`src/rtl/menu_pkg.sv`:
```
// Shared types and constants for the parametrised menu navigator.
package menu_pkg;

  typedef enum logic [1:0] {IDLE, EXEC, WAIT_REL} state_t;
  typedef enum logic [2:0] {NONE, UP, DOWN, LEFT, RIGHT, SEL} cmd_t;

  localparam logic [2:0] RGB_AZUL     = 3'b001;
  localparam logic [2:0] RGB_VERDE    = 3'b010;
  localparam logic [2:0] RGB_ROJO     = 3'b100;
  localparam logic [2:0] RGB_CIAN     = 3'b011;
  localparam logic [2:0] RGB_MAGENTA  = 3'b101;
  localparam logic [2:0] RGB_AMARILLO = 3'b110;

  // Row N in the MSBs, row 1 in the LSBs
  localparam logic [17:0] COLS_DEF = {3'd3, 3'd6, 3'd2, 3'd1, 3'd1, 3'd1};

  localparam int FILA_NUEVO   = 1;
  localparam int FILA_GUARDAR = 2;
  localparam int FILA_CERRAR  = 3;
  localparam int FILA_MAYUS   = 4;
  localparam int FILA_COLOR   = 5;
  localparam int FILA_ESCALA  = 6;

  function automatic logic [2:0] rgb_of(input int col, input logic [2:0] cur);
    case (col)
      1:       rgb_of = RGB_AZUL;
      2:       rgb_of = RGB_VERDE;
      3:       rgb_of = RGB_ROJO;
      4:       rgb_of = RGB_CIAN;
      5:       rgb_of = RGB_MAGENTA;
      6:       rgb_of = RGB_AMARILLO;
      default: rgb_of = cur;
    endcase
  endfunction

endpackage

```
`src/rtl/menu_repeat_timer.sv`:
```
// Hold counter for auto-repeat: fires after DELAY held cycles, then every RATE.
module menu_repeat_timer #(
  parameter int DELAY = 50_000_000,
  parameter int RATE  = 10_000_000
) (
  input  logic clk,
  input  logic reset,
  input  logic hold,
  output logic fire
);
  localparam int MAXV  = (DELAY > RATE) ? DELAY : RATE;
  localparam int CNT_W = $clog2(MAXV + 1);

  logic [CNT_W-1:0] cnt, target;
  logic             first;

  assign target = first ? CNT_W'(DELAY - 1) : CNT_W'(RATE - 1);
  assign fire   = hold && (cnt == target);

  // Releasing the button clears both the count and the first-delay phase
  always_ff @(posedge clk or posedge reset) begin
    if (reset) begin
      cnt   <= '0;
      first <= 1'b1;
    end else if (!hold) begin
      cnt   <= '0;
      first <= 1'b1;
    end else if (fire) begin
      cnt   <= '0;
      first <= 1'b0;
    end else begin
      cnt   <= cnt + 1'b1;
    end
  end

endmodule

```
`src/rtl/menu_navegador_param.sv`:
```
// Grid menu controller: cursor navigation, setting apply and command pulses.
// Optional auto-repeat of held navigation buttons with MENU_AUTOREPEAT_EN.
module menu_navegador_param
  import menu_pkg::*;
#(
  parameter int                        N_FILAS       = 6,
  parameter int                        POS_W         = 3,
  parameter logic [N_FILAS*POS_W-1:0]  COLS_POR_FILA = COLS_DEF,
  parameter bit                        WRAP          = 1'b0,
  parameter int                        REPEAT_DELAY  = 50_000_000,
  parameter int                        REPEAT_RATE   = 10_000_000
) (
  input  logic             clk,
  input  logic             reset,
  input  logic             boton_arriba,
  input  logic             boton_abajo,
  input  logic             boton_izq,
  input  logic             boton_der,
  input  logic             boton_elige,
  output logic [POS_W-1:0] where_fila,
  output logic [POS_W-1:0] where_columna,
  output logic             text_red,
  output logic             text_green,
  output logic             text_blue,
  output logic [9:0]       char_scale,
  output logic             es_mayuscula,
  output logic             nuevo,
  output logic             guardar,
  output logic             cerrar,
  output logic             sel_valid,
  output logic             busy
);
  localparam logic [POS_W-1:0] ONE       = POS_W'(1);
  localparam logic [POS_W-1:0] LAST_FILA = POS_W'(N_FILAS);

  state_t           state, state_nx;
  cmd_t             cmd_q, cmd_pri;
  logic             any_btn, rep_fire;
  logic [POS_W-1:0] fila, col, cur_cols, fila_nx, col_nx;
  logic [2:0]       rgb;

  assign any_btn = boton_arriba | boton_abajo | boton_izq | boton_der | boton_elige;

  always_comb begin
    cmd_pri = NONE;
    if      (boton_arriba) cmd_pri = UP;
    else if (boton_abajo)  cmd_pri = DOWN;
    else if (boton_izq)    cmd_pri = LEFT;
    else if (boton_der)    cmd_pri = RIGHT;
    else if (boton_elige)  cmd_pri = SEL;
  end

  always_comb begin
    cur_cols = ONE;
    for (int i = 0; i < N_FILAS; i++)
      if (fila == POS_W'(i + 1)) cur_cols = COLS_POR_FILA[i*POS_W +: POS_W];
  end

`ifdef MENU_AUTOREPEAT_EN
  logic held;
  always_comb begin
    held = 1'b0;
    case (cmd_q)
      UP:      held = boton_arriba;
      DOWN:    held = boton_abajo;
      LEFT:    held = boton_izq;
      RIGHT:   held = boton_der;
      default: held = 1'b0;
    endcase
  end

  menu_repeat_timer #(.DELAY(REPEAT_DELAY), .RATE(REPEAT_RATE)) u_rep (
    .clk   (clk),
    .reset (reset),
    .hold  (held && (state != IDLE)),
    .fire  (rep_fire)
  );
`else
  logic unused_rep_cfg;
  assign unused_rep_cfg = ^{32'(REPEAT_DELAY), 32'(REPEAT_RATE)};
  assign rep_fire = 1'b0;
`endif

  always_ff @(posedge clk or posedge reset) begin
    if (reset) state <= WAIT_REL;
    else       state <= state_nx;
  end

  always_comb begin
    state_nx = state;
    case (state)
      IDLE:     if (any_btn) state_nx = EXEC;
      EXEC:     state_nx = WAIT_REL;
      WAIT_REL: if (rep_fire)     state_nx = EXEC;
                else if (!any_btn) state_nx = IDLE;
      default:  state_nx = WAIT_REL;
    endcase
  end

  always_ff @(posedge clk or posedge reset) begin
    if (reset)                          cmd_q <= NONE;
    else if (state == IDLE && any_btn)  cmd_q <= cmd_pri;
  end

  always_comb begin
    fila_nx = fila;
    col_nx  = col;
    case (cmd_q)
      UP:    if (col > ONE)           col_nx = col - ONE;
             else if (WRAP)           col_nx = cur_cols;
      DOWN:  if (col < cur_cols)      col_nx = col + ONE;
             else if (WRAP)           col_nx = ONE;
      LEFT:  begin
               col_nx = ONE;
               if (fila > ONE)        fila_nx = fila - ONE;
               else if (WRAP)         fila_nx = LAST_FILA;
             end
      RIGHT: begin
               col_nx = ONE;
               if (fila < LAST_FILA)  fila_nx = fila + ONE;
               else if (WRAP)         fila_nx = ONE;
             end
      default: ;
    endcase
  end

  // All visible effects land on the edge that leaves EXEC
  always_ff @(posedge clk or posedge reset) begin
    if (reset) begin
      fila         <= ONE;
      col          <= ONE;
      rgb          <= RGB_AZUL;
      char_scale   <= 10'd2;
      es_mayuscula <= 1'b1;
      nuevo        <= 1'b0;
      guardar      <= 1'b0;
      cerrar       <= 1'b0;
      sel_valid    <= 1'b0;
    end else begin
      nuevo     <= 1'b0;
      guardar   <= 1'b0;
      cerrar    <= 1'b0;
      sel_valid <= 1'b0;
      if (state == EXEC) begin
        fila <= fila_nx;
        col  <= col_nx;
        if (cmd_q == SEL) begin
          sel_valid <= 1'b1;
          case (int'(fila))
            FILA_NUEVO:   nuevo        <= 1'b1;
            FILA_GUARDAR: guardar      <= 1'b1;
            FILA_CERRAR:  cerrar       <= 1'b1;
            FILA_MAYUS:   es_mayuscula <= (col == ONE);
            FILA_COLOR:   rgb          <= rgb_of(int'(col), rgb);
            FILA_ESCALA:  char_scale   <= 10'(col);
            default: ;
          endcase
        end
      end
    end
  end

  assign where_fila    = fila;
  assign where_columna = col;
  assign {text_red, text_green, text_blue} = rgb;
  assign busy          = (state != IDLE);

endmodule

```
`config.mk`:
```
export PLATFORM = sky130hd
export DESIGN_NAME = menu_navegador_param
export DESIGN_NICKNAME = d
export VERILOG_FILES = /design/src/rtl/menu_pkg.sv /design/src/rtl/menu_repeat_timer.sv /design/src/rtl/menu_navegador_param.sv
export SDC_FILE = /design/constraint.sdc
export NUM_CORES = 1
export LEC_CHECK = 0
export CORE_MARGIN = 1
export CORE_UTILIZATION = 29
export DETAILED_ROUTE_END_ITERATION = 10
export PLACE_DENSITY = 0.56
export SYNTH_ARGS = -nofsm -noshare
export SYNTH_HDL_FRONTEND = slang
export SYNTH_SLANG_ARGS = --single-unit
```
`constraint.sdc`:
```
create_clock -name clk -period 2.4 [get_ports clk]
set_input_delay 0.36 -clock clk [delete_from_list [all_inputs] [get_ports clk]]
set_output_delay 0.36 -clock clk [all_outputs]
set_load 0.1 [all_outputs]
```
==> impl_metrics.yaml, run 1 <==
floorplan:
  pin_count: 32
  core.rowCount: 25
  die_y_um: 73.5
  dieArea_um2: 5400
  start_util_pct: 30.8
  core-area_um2: 4820
  die_x_um: 73.5
power_and_ir_drop:
  power.density_nw_per_um2: 1050
  p_leak_uw: 0.000824
  ir_drop_v: 0.000419
sta:
  slew_headroom_pct: 65.6
  setup_slack_ps: 183
  finalHoldViolations: 0
  fin_crit_sh_pct: 92.4
  fmax_mhz: 451
  slew_violations: 0
  setup_viol: 0
  hold_slack_ps: 430
  tightest_slew_ps: 516
  clock-skew-final_ps: 8.39
  fin_crit_ps: 2220
  rsz0062_at_grt: "no"
grt:
  grt_max_degree: 23
  gr-total-overflow: 0
  antenna_found_initial: 0
  gr-usage-all-layers_pct: 11.4
  grt_pass1_vias: 999
  grt_pass1_wl_mm: 4.68
critical_path:
  cp-end-kind: "flop"
  worstPathMaxFanout: 5
  worstSetupPathType: "reg2reg"
  cp_common_cell: "ha_1"
  critPathArrivalTime_ps: 2370
  crit_start: "where_fila[0]$_DFFE_PP1P_"
  crit_slowest_cell: "dfstp_4"
  crit_path_start_kind: "flop"
  r2r-end: "where_columna[1]$_DFFE_PP0P_"
  max_stage_delay_ps: 650
  r2r_setup_slack_ps: 180
  worstRegToRegCells: 8
  required_ps: 2550
  r2r-start: "where_fila[0]$_DFFE_PP1P_"
  path_cells: "inv_1, ha_1, nand3b_1, ha_1, a21oi_1, and2_1, o2111ai_1, o311ai_0"
layout:
  antenna_cells: 0
  postLayoutCellArea_um2: 1780
  fin_nets: 205
  drive_gt1_share_pct: 26.2
  nFillCells: 514
  final_util_pct: 37.0
  fin_cells: 250
  syn2layout_area_growth_pct: 20.2
logic_synthesis:
  yosys-top-cells-area: "dfrtp_1 (27%), ha_1 (12%), dfstp_2 (11%), buf_4 (4.6%), nor2_1 (4.3%)"
  yosysTopAreaCell: "dfrtp_1"
  ys_seq_elements: 22
  syn_inst: 159
  ys_seq_area_share_pct: 37.6
  synth_cell_types: 45
  synth_ff_type: "dfrtp_1"
  synth_edf_count: 0
  post_synth.cell_area_avg_um2: 9.32
  synth_top_area_share_pct: 27.0
  synth_warnings: 0
  syn_area_um2: 1480
  ys_async_sr_fraction_pct: 100
detailed_routing:
  drt_iter0_markers: 40
  routedWlPerCell_um: 11.5
  drt-pass1-iter-count: 4
  drc: 0
  via_count: 1162
  viasPerCell: 4.65
  routed_wl_mm: 2.88
  postRouteAntennaNets: 0
clocking:
  max-clock-path-buffers: 2
  clock_latency_ps: 270
  cts_sinks: 22
  htree_levels: 1
  clk_pin_slew_ps: 90
  numCtsBuffers: 3
  cts-root-buf: "clkbuf_8"
  tritoncts: "done"
place:
  pre_cts_slack_ps: 201
  portBuffers: 24
  place_inst: 246
  placed_area_um2: 1720
  dp_hpwl_mm: 2.18
  gp_congestion: 0.817
flow_run:
  drv_cap: 0
min_path:
  min_path_type: "in2async"
run_status:
  status: "finished clean"
-- layer usage --
layer | GRT usage, % | share of wire (%) | vias to the layer above
li1 | - | - | 583
met1 | 14.6 | 47 | 539
met2 | 19.1 | 46 | 36
met3 | 2.06 | 5.3 | 4
met4 | 3.85 | 1.4 | 0
met5 | 0 | 0 | -
-- per-stage QoR --
stage | total power [uW] | TNS [ps]
CTS | 1880 | 0
detailed placement | 1600 | 0
global placement | 1600 | 0
finish | 1870 | 0
global route | 2010 | 0
floorplan | 1410 | -21.4
-- cell usage after synthesis (all sizes together) (2+ instances only) --
library cell and count:
buf 13, o31ai 2, inv 11, mux2 6, o2111ai 2, nand2 7, nor2 19, dfstp 6
nand3 2, nand2b 6, mux2i 2, ha 14, or2 2, o21ai 12, dfrtp 16, a21oi 12
and3 3, and2 2
-- where the power goes --
part	switching, uW	internal (uW)
registers	134	454
logic	691	316
clock network	124	146
total	949	917
-- final cells by class --
| class | instances | area, um^2 | area share [%] |
|---|---|---|---|
| clock buffer | 4 | 55.1 | 3.09 |
| inverter | 11 | 41.3 | 2.32 |
| multi-input combinational | 118 | 812 | 45.6 |
| sequential | 22 | 564 | 31.7 |
| tap | 67 | 83.8 | 4.71 |
| timing repair buffer | 28 | 225 | 12.6 |
-- repair_timing --
action,in CTS,in global routing
setup endpoints to repair,0,1
hold buffers,0,0
setup buffers,0,0
gates resized for setup,0,1
-- cell usage in the layout, fill, tap and decap left out, types with 2 or more instances in the layout --
cell type,count
dfrtp_1,14
nor2_1,17
dfrtp_2,2
mux2_4,2
dfstp_2,5
o31ai_1,2
nor2_2,2
conb_1,7
ha_1,14
nand2_1,7
clkdlybuf4s50_1,6
and2_1,2
buf_4,22
o21ai_0,12
and3_1,3
mux2i_1,2
clkbuf_8,4
nand2b_1,6
inv_1,11
a21oi_1,11
mux2_2,4
nand3_1,2
o2111ai_1,2
-- sequential cells by signal, indices dropped and copies added, names as in the netlist --
signal,cells
cerrar,1
char_scale,3
cmd_q,3
es_mayuscula,1
guardar,1
nuevo,1
rgb,3
sel_valid,1
state,2
where_columna,3
where_fila,3
-- worst max path at each step --
stage / slack (ps) / to
finish: 180 / where_columna[1]$_DFFE_PP0P_
global route: 30 / where_columna[1]$_DFFE_PP0P_
CTS: 180 / where_columna[1]$_DFFE_PP0P_
detailed placement: 200 / where_columna[1]$_DFFE_PP0P_
global placement: 240 / where_columna[1]$_DFFE_PP0P_
floorplan: -20 / rgb[2]$_DFFE_PP0P_
-- cell families after synthesis --
family | after synthesis | share of synthesized area (%)
mux | 8 | 6.41
flops | 22 | 37.6
other cells | 1 | 0.253
simple gates | 47 | 16.1
buf+inv | 25 | 9.37
fa+ha+maj | 14 | 11.8
compound gates | 40 | 17.2
xor+xnor | 2 | 1.18
-- worst max-delay path: cells and delay by family (launching register included) --
kind,cells,cell delay (ps)
flip-flops,1,650
AO/OA/AOI/OAI,3,510
adder cells (fa/ha/maj),2,530
buffers and inverters,1,70
AND/OR/NAND/NOR,2,360
(Power assumes the default switching activity.)
==> run 2: changes to the inputs <==
==> constraint.sdc (replaced) <==
create_clock -name clk -period 2.74 [get_ports clk]
set_input_delay 0.411 -clock clk [delete_from_list [all_inputs] [get_ports clk]]
set_output_delay 0.411 -clock clk [all_outputs]
set_load 0.1 [all_outputs]
==> run 2 against run 1 <==
Clock power decreased by 15%; setup slack improved by 340 ps; routed wire length decreased by 1.6%; via count decreased by 1.3%; flip-flop and latch count unchanged; sequential power decreased by 7.3%; die area unchanged; critical path depth unchanged; sequential share of layout area increased by 0.37 points.
==> impl_metrics.yaml, run 2 (synthesis results as in run 1) <==
critical_path:
  required_ps: 2890
  worstPathMaxFanout: 5
  cp-end-kind: "flop"
  critPathArrivalTime_ps: 2370
  worstSetupPathType: "reg2reg"
  crit_path_start_kind: "flop"
grt:
  grt_max_degree: 23
  grt_pass1_wl_mm: 4.91
  grt_pass1_vias: 1080
  gr-total-overflow: 0
  gr-usage-all-layers_pct: 11.9
  antenna_found_initial: 0
clocking:
  clock_latency_ps: 260
  cts_resized: 0
  htree_levels: 1
  cts_setup_buffers: 0
  numCtsBuffers: 3
  tritoncts: "done"
  clk_pin_slew_ps: 80
  cts_sinks: 22
  cts_hold_buf: 0
  max-clock-path-buffers: 2
  cts-root-buf: "clkbuf_8"
floorplan:
  core-area_um2: 4820
  die_y_um: 73.5
  start_util_pct: 30.8
  core.rowCount: 25
  dieArea_um2: 5400
  die_x_um: 73.5
  pin_count: 32
detailed_routing:
  via_count: 1147
  routed_wl_mm: 2.83
  drc: 0
  routedWlPerCell_um: 11.5
  drt_iter0_markers: 57
  postRouteAntennaNets: 0
  drt-pass1-iter-count: 4
  viasPerCell: 4.66
sta:
  fin_crit_sh_pct: 81.0
  slew_violations: 0
  rsz0062_at_grt: "no"
  tightest_slew_ps: 844
  finalSetupTns_ps: 0
  hold_slack_ps: 496
  clock-skew-final_ps: 2.29
  finalHoldViolations: 0
  setup_viol: 0
  fmax_mhz: 450
  slew_headroom_pct: 43.7
  setup_slack_ps: 520
  fin_crit_ps: 2220
layout:
  drive_gt1_share_pct: 22.9
  seq_area_um2: 558
  final_common_cell: "buf_4"
  multi_input_area_um2: 808
  layout_common_cells: "buf_4 (18), nor2_1 (17), dfrtp_1 (16)"
  antenna_cells: 0
  postLayoutCellArea_um2: 1740
  nFillCells: 522
  fin_nets: 201
  syn2layout_area_growth_pct: 17.5
  fin_cells: 246
power_and_ir_drop:
  power.density_nw_per_um2: 914
  p_leak_uw: 0.000806
  ir_drop_v: 0.000457
place:
  portBuffers: 24
  dp_hpwl_mm: 2.12
  placed_area_um2: 1690
  pre_cts_slack_ps: 541
  gp_congestion: 0.733
  place_inst: 242
run_status:
  status: "finished clean"
min_path:
  min_path_type: "reg2reg"
flow_run:
  drv_cap: 0
## run 2: changes by cell type in the layout (fill, tap and decap cells not counted), sizes merged
cell  change
buf       -4
## run 2: where the power goes
group / leakage, uW / switching [uW] / internal [uW]
Clock: 0.0000288 / 102 / 128
Sequential: 0.000272 / 151 / 394
Combinational: 0.000505 / 562 / 256
Total: 0.000806 / 814 / 778
## run 2: worst paths after layout
check	startpoint	end	slack, ps	depth (start not counted)
max	where_fila[0]$_DFFE_PP1P_	where_columna[1]$_DFFE_PP0P_	520	8
min	state[1]$_DFFE_PP1P_	state[1]$_DFFE_PP1P_	500	2
max reg2reg	where_fila[0]$_DFFE_PP1P_	where_columna[1]$_DFFE_PP0P_	520	8
min reg2reg	state[1]$_DFFE_PP1P_	state[1]$_DFFE_PP1P_	500	2
max in group asynchronous	reset	cerrar$_DFF_PP0_	1590	2
min in group asynchronous	reset	guardar$_DFF_PP0_	640	2
## run 2: metal layers
layer / vias to the layer above / track usage (%) / share of wire, %
met2: 26 / 19.2 / 46
met1: 539 / 15.6 / 49
met4: 0 / 3.21 / 0.88
met5: - / 0 / 0
li1: 580 / - / -
met3: 2 / 3.43 / 3.8
## run 2: stage by stage
step | utilization [%] | total power (uW)
2_1_floorplan | - | 1230
3_3_place_gp | 35.0 | 1380
6_report | 36.2 | 1590
3_5_place_dp | 35.0 | 1370
5_1_grt | 36.2 | 1730
4_1_cts | 36.2 | 1610
## run 2: worst max-delay path, cell delays in order (launching register included)
cell and delay [ps]:
dfstp_2 590, inv_1 90, ha_1 230, nand3b_1 170, ha_1 310, o211ai_1 130, a21oi_1 240, nor2_1 70
o311ai_0 280
## run 2: cell type report
type,instances,area share (%)
Tap cell,67,4.81
Multi-Input combinational cell,118,46.4
Inverter,11,2.37
Timing Repair Buffer,24,11.2
Sequential cell,22,32.0
Clock buffer,4,3.16
